### src/rtl/crc_control_ab_if.sv
// Rx/Tx snoop bus and CRC results shared between the framing layer and crc_control_ab.
// rx_crc_err_count is present only when CRC_CONTROL_AB_ERR_COUNT_EN is defined.
interface crc_control_ab_if #(
    parameter int DATA_WIDTH = 1
);
    logic                  crc_b_mode;
    logic                  rx_soc;
    logic                  rx_eoc;
    logic [DATA_WIDTH-1:0] rx_data;
    logic                  rx_data_valid;
    logic                  tx_append_crc;
    logic                  fdt_trigger;
    logic [DATA_WIDTH-1:0] tx_data;
    logic                  tx_data_valid;
    logic                  tx_req;
    logic [15:0]           crc;
    logic                  rx_crc_ok;
`ifdef CRC_CONTROL_AB_ERR_COUNT_EN
    logic [7:0]            rx_crc_err_count;
`endif

    modport master (
        output crc_b_mode, rx_soc, rx_eoc, rx_data, rx_data_valid,
               tx_append_crc, fdt_trigger, tx_data, tx_data_valid, tx_req,
        input  crc, rx_crc_ok
`ifdef CRC_CONTROL_AB_ERR_COUNT_EN
             , rx_crc_err_count
`endif
    );

    modport slave (
        input  crc_b_mode, rx_soc, rx_eoc, rx_data, rx_data_valid,
               tx_append_crc, fdt_trigger, tx_data, tx_data_valid, tx_req,
        output crc, rx_crc_ok
`ifdef CRC_CONTROL_AB_ERR_COUNT_EN
             , rx_crc_err_count
`endif
    );
endinterface

### src/rtl/crc_control_ab.sv
// ISO/IEC 14443 CRC_A / CRC_B controller snooping Rx and Tx beats of 1 or 8 bits.
// Define CRC_CONTROL_AB_ERR_COUNT_EN to add the saturating Rx CRC error counter.
module crc_control_ab #(
    parameter int DATA_WIDTH = 1
) (
    input logic              clk,
    input logic              rst_n,
    crc_control_ab_if.slave  bus
);
    localparam logic [15:0] POLY      = 16'h8408;
    localparam logic [15:0] INIT_A    = 16'h6363;
    localparam logic [15:0] INIT_B    = 16'hFFFF;
    localparam logic [15:0] RESIDUE_B = 16'hF0B8;

    generate
        if (DATA_WIDTH != 1 && DATA_WIDTH != 8) begin : g_bad_width
            $error("crc_control_ab: DATA_WIDTH must be 1 or 8");
        end
    endgenerate

    typedef enum logic [2:0] {ST_IDLE, ST_RX, ST_RX_DONE, ST_TX, ST_TX_DONE} state_t;

    state_t      state, state_next;
    logic [15:0] crc_reg, crc_next;
    logic        mode_b, mode_next;
    logic        tx_start;

    // Reflected CRC-16: bit 0 of the beat enters first.
    function automatic logic [15:0] fold(input logic [15:0] c_in, input logic [DATA_WIDTH-1:0] d);
        logic [15:0] c;
        c = c_in;
        for (int i = 0; i < DATA_WIDTH; i++)
            c = (c >> 1) ^ ((c[0] ^ d[i]) ? POLY : 16'h0000);
        return c;
    endfunction

    function automatic logic residue_ok(input logic [15:0] c, input logic b);
        return b ? (c == RESIDUE_B) : (c == 16'h0000);
    endfunction

    assign tx_start = bus.fdt_trigger && bus.tx_append_crc && bus.tx_data_valid && (state != ST_TX);

    always_ff @(posedge clk) begin
        if (!rst_n) begin
            state   <= ST_IDLE;
            crc_reg <= INIT_A;
            mode_b  <= 1'b0;
        end else begin
            // NOTE: sequential state uses non-blocking assignments so every register samples pre-edge values.
            state   <= state_next;
            crc_reg <= crc_next;
            mode_b  <= mode_next;
        end
    end

    always_comb begin
        // NOTE: defaults first so every path assigns every output and no latch is inferred.
        state_next = state;
        crc_next   = crc_reg;
        mode_next  = mode_b;
        if (tx_start) begin
            mode_next  = bus.crc_b_mode;
            state_next = ST_TX;
            crc_next   = bus.crc_b_mode ? INIT_B : INIT_A;
            if (bus.tx_req)
                crc_next = fold(crc_next, bus.tx_data);
        end else if (bus.rx_soc && state != ST_TX) begin
            mode_next  = bus.crc_b_mode;
            state_next = ST_RX;
            crc_next   = bus.crc_b_mode ? INIT_B : INIT_A;
            if (bus.rx_data_valid)
                crc_next = fold(crc_next, bus.rx_data);
        end else begin
            unique case (state)
                ST_RX: begin
                    if (bus.rx_data_valid)
                        crc_next = fold(crc_reg, bus.rx_data);
                    if (bus.rx_eoc)
                        state_next = ST_RX_DONE;
                end
                ST_TX: begin
                    if (bus.tx_req && bus.tx_data_valid)
                        crc_next = fold(crc_reg, bus.tx_data);
                    if (!bus.tx_data_valid)
                        state_next = ST_TX_DONE;
                end
                default: ;
            endcase
        end
    end

    assign bus.crc       = mode_b ? ~crc_reg : crc_reg;
    assign bus.rx_crc_ok = (state != ST_TX) && (state != ST_TX_DONE) && residue_ok(crc_reg, mode_b);

`ifdef CRC_CONTROL_AB_ERR_COUNT_EN
    logic [7:0] err_count;
    logic       rx_fail;

    // The residue is judged on crc_next so a beat arriving with rx_eoc is included.
    assign rx_fail = (state == ST_RX) && !tx_start && !bus.rx_soc && bus.rx_eoc &&
                     !residue_ok(crc_next, mode_b);

    always_ff @(posedge clk) begin
        if (!rst_n)
            err_count <= 8'h00;
        else if (rx_fail && err_count != 8'hFF)
            err_count <= err_count + 8'd1;
    end

    assign bus.rx_crc_err_count = err_count;
`endif
endmodule

### src/flat_wrapper.sv
// flat-port wrapper written by rule: the top's interface ports become plain ports
module crc_control_ab_flat 
#(
    parameter int DATA_WIDTH = 1
)
  (clk, rst_n, bus_crc_b_mode, bus_rx_soc, bus_rx_eoc, bus_rx_data, bus_rx_data_valid, bus_tx_append_crc, bus_fdt_trigger, bus_tx_data, bus_tx_data_valid, bus_tx_req, bus_crc, bus_rx_crc_ok);
  crc_control_ab_if #(.DATA_WIDTH(DATA_WIDTH)) bus_i ();
  input logic clk;
  input logic rst_n;
  input wire logic [$bits(bus_i.crc_b_mode)-1:0] bus_crc_b_mode;
  input wire logic [$bits(bus_i.rx_soc)-1:0] bus_rx_soc;
  input wire logic [$bits(bus_i.rx_eoc)-1:0] bus_rx_eoc;
  input wire logic [$bits(bus_i.rx_data)-1:0] bus_rx_data;
  input wire logic [$bits(bus_i.rx_data_valid)-1:0] bus_rx_data_valid;
  input wire logic [$bits(bus_i.tx_append_crc)-1:0] bus_tx_append_crc;
  input wire logic [$bits(bus_i.fdt_trigger)-1:0] bus_fdt_trigger;
  input wire logic [$bits(bus_i.tx_data)-1:0] bus_tx_data;
  input wire logic [$bits(bus_i.tx_data_valid)-1:0] bus_tx_data_valid;
  input wire logic [$bits(bus_i.tx_req)-1:0] bus_tx_req;
  output wire logic [$bits(bus_i.crc)-1:0] bus_crc;
  output wire logic [$bits(bus_i.rx_crc_ok)-1:0] bus_rx_crc_ok;
  assign bus_i.crc_b_mode = bus_crc_b_mode;
  assign bus_i.rx_soc = bus_rx_soc;
  assign bus_i.rx_eoc = bus_rx_eoc;
  assign bus_i.rx_data = bus_rx_data;
  assign bus_i.rx_data_valid = bus_rx_data_valid;
  assign bus_i.tx_append_crc = bus_tx_append_crc;
  assign bus_i.fdt_trigger = bus_fdt_trigger;
  assign bus_i.tx_data = bus_tx_data;
  assign bus_i.tx_data_valid = bus_tx_data_valid;
  assign bus_i.tx_req = bus_tx_req;
  assign bus_crc = bus_i.crc;
  assign bus_rx_crc_ok = bus_i.rx_crc_ok;
  crc_control_ab #(.DATA_WIDTH(DATA_WIDTH)) u_core (.clk(clk), .rst_n(rst_n), .bus(bus_i));
endmodule
### config.mk
export PLATFORM = sky130hd
export DESIGN_NAME = crc_control_ab_flat
export DESIGN_NICKNAME = d
export VERILOG_FILES = /design/src/rtl/crc_control_ab_if.sv /design/src/rtl/crc_control_ab.sv /design/src/flat_wrapper.sv
export SDC_FILE = /design/constraint.sdc
export NUM_CORES = 1
export LEC_CHECK = 0
export BUFFER_PORTS_ARGS = -buffer_cell sky130_fd_sc_hd__buf_2
export CAP_MARGIN = 30
export CORE_ASPECT_RATIO = 1.4
export CORE_MARGIN = 8
export CORE_UTILIZATION = 30
export CTS_BUF_LIST = sky130_fd_sc_hd__clkbuf_16
export CTS_CLUSTER_DIAMETER = 50
export DETAILED_ROUTE_END_ITERATION = 8
export PLACE_DENSITY = 0.53
export SETUP_SLACK_MARGIN = 0.05
export SYNTH_ARGS = -nofsm -noshare
export SYNTH_HDL_FRONTEND = slang
export SYNTH_SLANG_ARGS = --single-unit
### constraint.sdc
create_clock -name clk -period 2.1 [get_ports clk]
set_clock_uncertainty 0.1 [all_clocks]
set_input_delay 0.21 -clock clk [delete_from_list [all_inputs] [get_ports clk]]
set_output_delay 0.21 -clock clk [all_outputs]
set_load 0.05 [all_outputs]
==> Yosys cells after proc, flatten, opt, wreduce, memory -nomap -nowiden <==
Cells that the tools add are included.
{ "totals": {"romBits": 0, "out_inout_bits": 17, "register_bits": 20, "inputBits": 12, "latchBits": 0, "memories": 0, "ramBits": 0} }
{ "classes": {"magnitude_cmp": 0, "div_mod_pow": 0, "n_addsub": 0, "n_mux": 21, "n_reduce_logical": 15, "multipliers": 0, "bitwise_logic": 10, "n_shift": 0, "n_eq_ne": 11} }
{ "op_table": {"columns": ["operator", "n"], "rows": [
  ["16-bit two-way mux", 12],
  ["15-bit by 16-bit XOR with 16-bit output", 4],
  ["16-bit one-hot mux with 2 select lines", 1],
  ["16-bit equality test (second input constant)", 1],
  ["16-bit zero test", 1],
  ["16-bit NOT", 1],
  ["4-bit by 2-bit inequality test with 1-bit output (second input constant)", 3],
  ["3-bit AND reduction", 3],
  ["1-bit logical AND", 7],
  ["3-bit two-way mux", 2],
  ["3-bit one-hot mux with 2 select lines", 1],
  ["2-bit two-way mux", 2],
  ["2-bit inequality test (second input constant)", 2],
  ["4-bit by 1-bit inequality test with 1-bit output (second input constant)", 1],
  ["2-bit nonzero test", 2],
  ["4-bit nonzero test", 1],
  ["1-bit XOR", 4],
  ["3-bit by 1-bit equality test with 1-bit output (second input constant)", 1],
  ["3-bit by 2-bit equality test with 1-bit output (second input constant)", 1],
  ["1-bit two-way mux", 3],
  ["3-bit by 2-bit inequality test with 1-bit output (second input constant)", 1],
  ["3-bit inequality test (second input constant)", 1],
  ["3-bit OR reduction", 1],
  ["1-bit NOT", 1]
]} }

==> Depth between registers and ports, before layout <==
{ "depth": {"word_depth": 7, "depth_mapped": 7} }

==> Worst setup path after synthesis <==
OpenSTA, ideal clock, no wires.
{ "synth_path": {"path_kind": "register -> output", "start": "register u_core.mode_b", "end": "output port bus_rx_crc_ok", "arrival_ns": 2.373, "required_ns": 1.790, "slack_ns": -0.583, "path_stages_with_launch": 6, "path_buffers": 1, "path_cell_list": "dfxtp_1 -> buf_2 -> nand4_1 -> nor3_1 -> a31oi_1 -> nor4_1"} }
{ "synth_via": {"elab_chain_len": 2} }
{ "synth_lines": {"columns": ["item", "line_no", "source"], "rows": [
  ["start: declaration", "crc_control_ab.sv:25", "logic mode_b, mode_next;"],
  ["start signal: assignment", "crc_control_ab.sv:52", "mode_b <= mode_next;"],
  ["1-bit two-way mux", "crc_control_ab.sv:38", "return b ? (c == RESIDUE_B) : (c == 16'h0000);"],
  ["1-bit logical AND", "crc_control_ab.sv:93", "assign bus.rx_crc_ok = (state != ST_TX) && (state != ST_TX_DONE) && residue_ok(crc_reg, mode_b);"],
  ["end: declaration", "flat_wrapper.sv:21", "output wire logic [$bits(bus_i.rx_crc_ok)-1:0] bus_rx_crc_ok;"]
]} }
Every way passes these cells.

==> Worst setup path after layout <==
{ "layout_path": {"start": "register u_core.crc_reg[4]", "end": "output port bus_rx_crc_ok"} }
{ "layout_via": {"elab_chain_len": 3, "elab_cells_between_ends": 4, "cone_classes": "eq/ne (1); mux (1); reduce/logical (2)"} }
{ "layout_lines": {"columns": ["item", "line_no", "source"], "rows": [
  ["start: declaration", "crc_control_ab.sv:24", "logic [15:0] crc_reg, crc_next;"],
  ["start signal: assignment", "crc_control_ab.sv:51", "crc_reg <= crc_next;"],
  ["16-bit equality test / 16-bit zero test (equally long branches)", "crc_control_ab.sv:38", null],
  ["1-bit two-way mux (*)", "crc_control_ab.sv:38", null],
  ["1-bit logical AND (*)", "crc_control_ab.sv:93", null]
]} }
Every way passes the cells marked *; elsewhere a longest branch is shown, timed or not.

==> impl_metrics.csv <==
group,metric,value,unit
timing,worstMarginPinSlew,0.568,ns
clock_network,clock_path_buffers,2,
layout,fill_cells,464,
detailed_routing,m1WireLength,1660,µm
timing,rsz0062_at_grt,"true",
yosys,yosysMostFrequentCell,"dfxtp_1",
global_route,grt_max_degree,15,
setup_path,critPathKind,"reg -> out",
global_route,antenna_found_initial,0,
setup_path,crit_buf_inv,1,
timing,setup_viol,0,
detailed_routing,wl_met3,185,µm
die,rows,29,
layout,largest_register_ff_count,16,
detailed_routing,highest_layer,"met4",
setup_path,cpPeakStageDelay,0.50,ns
detailed_routing,wl_met2,1950,µm
pwr,p_total,1.43,mW
pwr,p_seq_share,32.8,%
global_route,overflow,0,
detailed_routing,ant_nets,0,
yosys,synth-compound-area-share,26.6,%
timing,hold_slack,0.182,ns
clock_network,hold_buffers,0,
layout,drive_gt1_share,27.0,%
flow_run,maxCapViolCount,0,
yosys,yosysTopAreaCell,"dfxtp_1",
timing,fmax,507,MHz
pwr,power_per_cell_area,868,mW/mm²
timing,setup_tns,0,ns
clock_network,path_clk_slew,0.06,ns
clock_network,clk_latency,0.25,ns
die,start_util,30.4,%
detailed_routing,drtIter0Drc,82,
timing,setup_slack,0.129,ns
yosys,synth_area,0.00136,mm²
setup_path,crit_path_cell_trace,"nand3_1, nor3_1, a31oi_1, nor4_4, buf_4",
yosys,yosys.cell_types.count,40,
pwr,leakage,0.637,nW
yosys,synth_fp_nets,175,
yosys,synth_adder_area_share,0,%
global_route,grt_pass1_vias,1290,
setup_path,reg2reg_to,"u_core.crc_reg[10]",
hold_path,min_path_cells,2,
setup_path,reg2reg_depth,5,
yosys,synth_common_cells,"dfxtp_1 (20), xor2_1 (16), a21oi_1 (14), o21ai_0 (14), nand2_1 (13)",
yosys,synth_area_leaders,"dfxtp_1 (29%), xor2_1 (10%), a21oi_1 (5.2%)",
yosys,synth_edf_count,0,
timing,hold_viol,0,
pwr,pwr-share-clk,36.8,%
clock_network,cts_buffers,3,
yosys,synth_cells,163,
pwr,p_comb_share,30.3,%
place,dpl.hpwl,2940,µm
timing,report.final.slew_viol_count,0,
place,place.gp.congestion,0.790,
layout,antennaDiodeCount,0,
setup_path,critical_path.startpoint_type,"flip-flop",
setup_path,path_delay_family,"simple AND/OR/NAND/NOR gates",
global_route,grt_pass1_wl,6330,µm
timing,fin_crit_sh,93.9,%
yosys,synth-seq-cells,20,
yosys,synth_top_family_by_area,"compound AO/OA/AOI/OAI gates",
hold_path,min_to,"u_core.crc_reg[5]",
outcome,status,"finished clean",
yosys,ys_warn_count,0,
setup_path,r2r-start,"u_core.state[1]",
setup_path,crit_required,1.79,ns
hold_path,hp-start,"rst_n",
timing,max-slew-margin-rel,62.0,%
setup_path,critPathMaxFanout,5,
die,die_w,72.9,µm
clock_network,root_buffer,"clkbuf_16",
hold_path,hold_class,"in -> reg",
setup_path,critPathArrivalTime,1.66,ns
detailed_routing,num_vias,1336,
global_route,gr-usage-all-layers,11.4,%
detailed_routing,drtPass1Iterations,4,
yosys,synth-xor-area-share,12.2,%
detailed_routing,routed_wl,3850,µm
die,dieArea,0.00697,mm²
layout,syn_to_final_growth,21.5,%
clock_network,cts_tree,"built",
timing,post-route-min-period,1.97,ns
pwr,p_switching,0.514,mW
setup_path,crit_path_top_delay_cell,"dfxtp_1",
yosys,ys_async_sr_fraction,0,%
setup_path,reg2reg_slack,0.23,ns
clock_network,htreeDepth,1,
detailed_routing,wire_per_inst,15.3,µm
detailed_routing,drc,0,
yosys,synth.avg_cell_area,8.34,µm²
detailed_routing,vias_per_cell,5.32,
place,port_buffers,28,
die,die_h,95.6,µm
place,dp_slack,0.209,ns
pwr,intPower,0.918,mW
setup_path,end_kind,"primary output",
pwr,p_sw_share,35.9,%
yosys,yosys.area_share.simple,21.0,%
yosys,ys.flop_type,"dfxtp_1",
die,io_pins,29,
clock_network,clock-sinks,20,
pwr,ir_drop,0.277,mV
yosys,yosysSeqAreaShare,29.5,%
yosys,synth_top_area_share,29.5,%
die,core_area,0.00446,mm²
yosys,muxShareOfSynthArea,3.04,%
layout,nets,202,
-- layer usage --
metal | track usage [%] | vias to the layer above
li1 | - | 660
met2 | 20.6 | 44
met1 | 13.2 | 623
met3 | 2.21 | 9
met5 | 0 | -
met4 | 3.52 | 0
-- repair_timing --
action                                  in CTS  in global routing
endpoints found under the setup margin       1                  2
gates resized for setup                      1                  3
setup buffers                                0                  0
-- power by group through the flow --
stage / registers (mW) / clock network (mW) / logic, mW
4_1_cts: 0.468 / 0.529 / 0.438
2_1_floorplan: 0.455 / 0 / 0.355
5_1_grt: 0.475 / 0.551 / 0.466
6_report: 0.470 / 0.528 / 0.434
3_5_place_dp: 0.476 / 0 / 0.436
3_3_place_gp: 0.478 / 0 / 0.435
-- stage by stage --
| step | cell area, µm² | instances | utilization, % |
|---|---|---|---|
| global route | 1650 | 251 | 37.0 |
| global placement | 1530 | 247 | 34.3 |
| CTS | 1640 | 251 | 36.8 |
| floorplan | 1370 | 163 | - |
| detailed placement | 1530 | 247 | 34.3 |
| finish | 1650 | 251 | 37.0 |
-- logic make-up after synthesis --
family | count (synthesis)
DFF | 20
AOI/OAI and AO/OA | 56
muxes | 4
xor gates and xnor gates | 19
buffers and inverters | 13
and+or+nand+nor | 51
-- worst max-delay path by stage --
stage                 startpoint                 end  slack (ns)  depth (start not counted)
6_report       u_core.crc_reg[4]       bus_rx_crc_ok        0.13                          5
5_1_grt        u_core.crc_reg[7]       bus_rx_crc_ok        0.04                          4
4_1_cts            u_core.mode_b       bus_rx_crc_ok        0.06                          5
3_5_place_dp   bus_tx_data_valid  u_core.crc_reg[11]        0.21                          6
3_3_place_gp       u_core.mode_b       bus_rx_crc_ok        0.23                          5
2_1_floorplan      u_core.mode_b          bus_crc[7]        0.23                          3
-- cell type report --
type                    count  area (µm²)  share of cell area [%]
clock buffers               3        75.1                    4.55
clock inverters             1        30.0                    1.82
inverters                   2        7.51                   0.455
multi-input cells         130         878                    53.2
flip-flops and latches     20         402                    24.3
well taps                  62        77.6                    4.70
repair buffers             33         180                    10.9
-- cells in the final DEF, fill, tap and decap left out, types with 3 or more instances in the layout --
| cell type | n |
|---|---|
| o21ai_0 | 14 |
| nand2b_1 | 3 |
| buf_2 | 27 |
| mux2i_1 | 3 |
| a21oi_1 | 14 |
| buf_4 | 6 |
| nand2_1 | 13 |
| a311oi_1 | 5 |
| nor2_1 | 9 |
| xnor2_1 | 3 |
| o22ai_1 | 7 |
| dfxtp_1 | 19 |
| o211ai_1 | 6 |
| nor3_1 | 5 |
| clkbuf_16 | 3 |
| xor2_1 | 16 |
| nor4_1 | 6 |
Power figures use the tool's default switching activity.
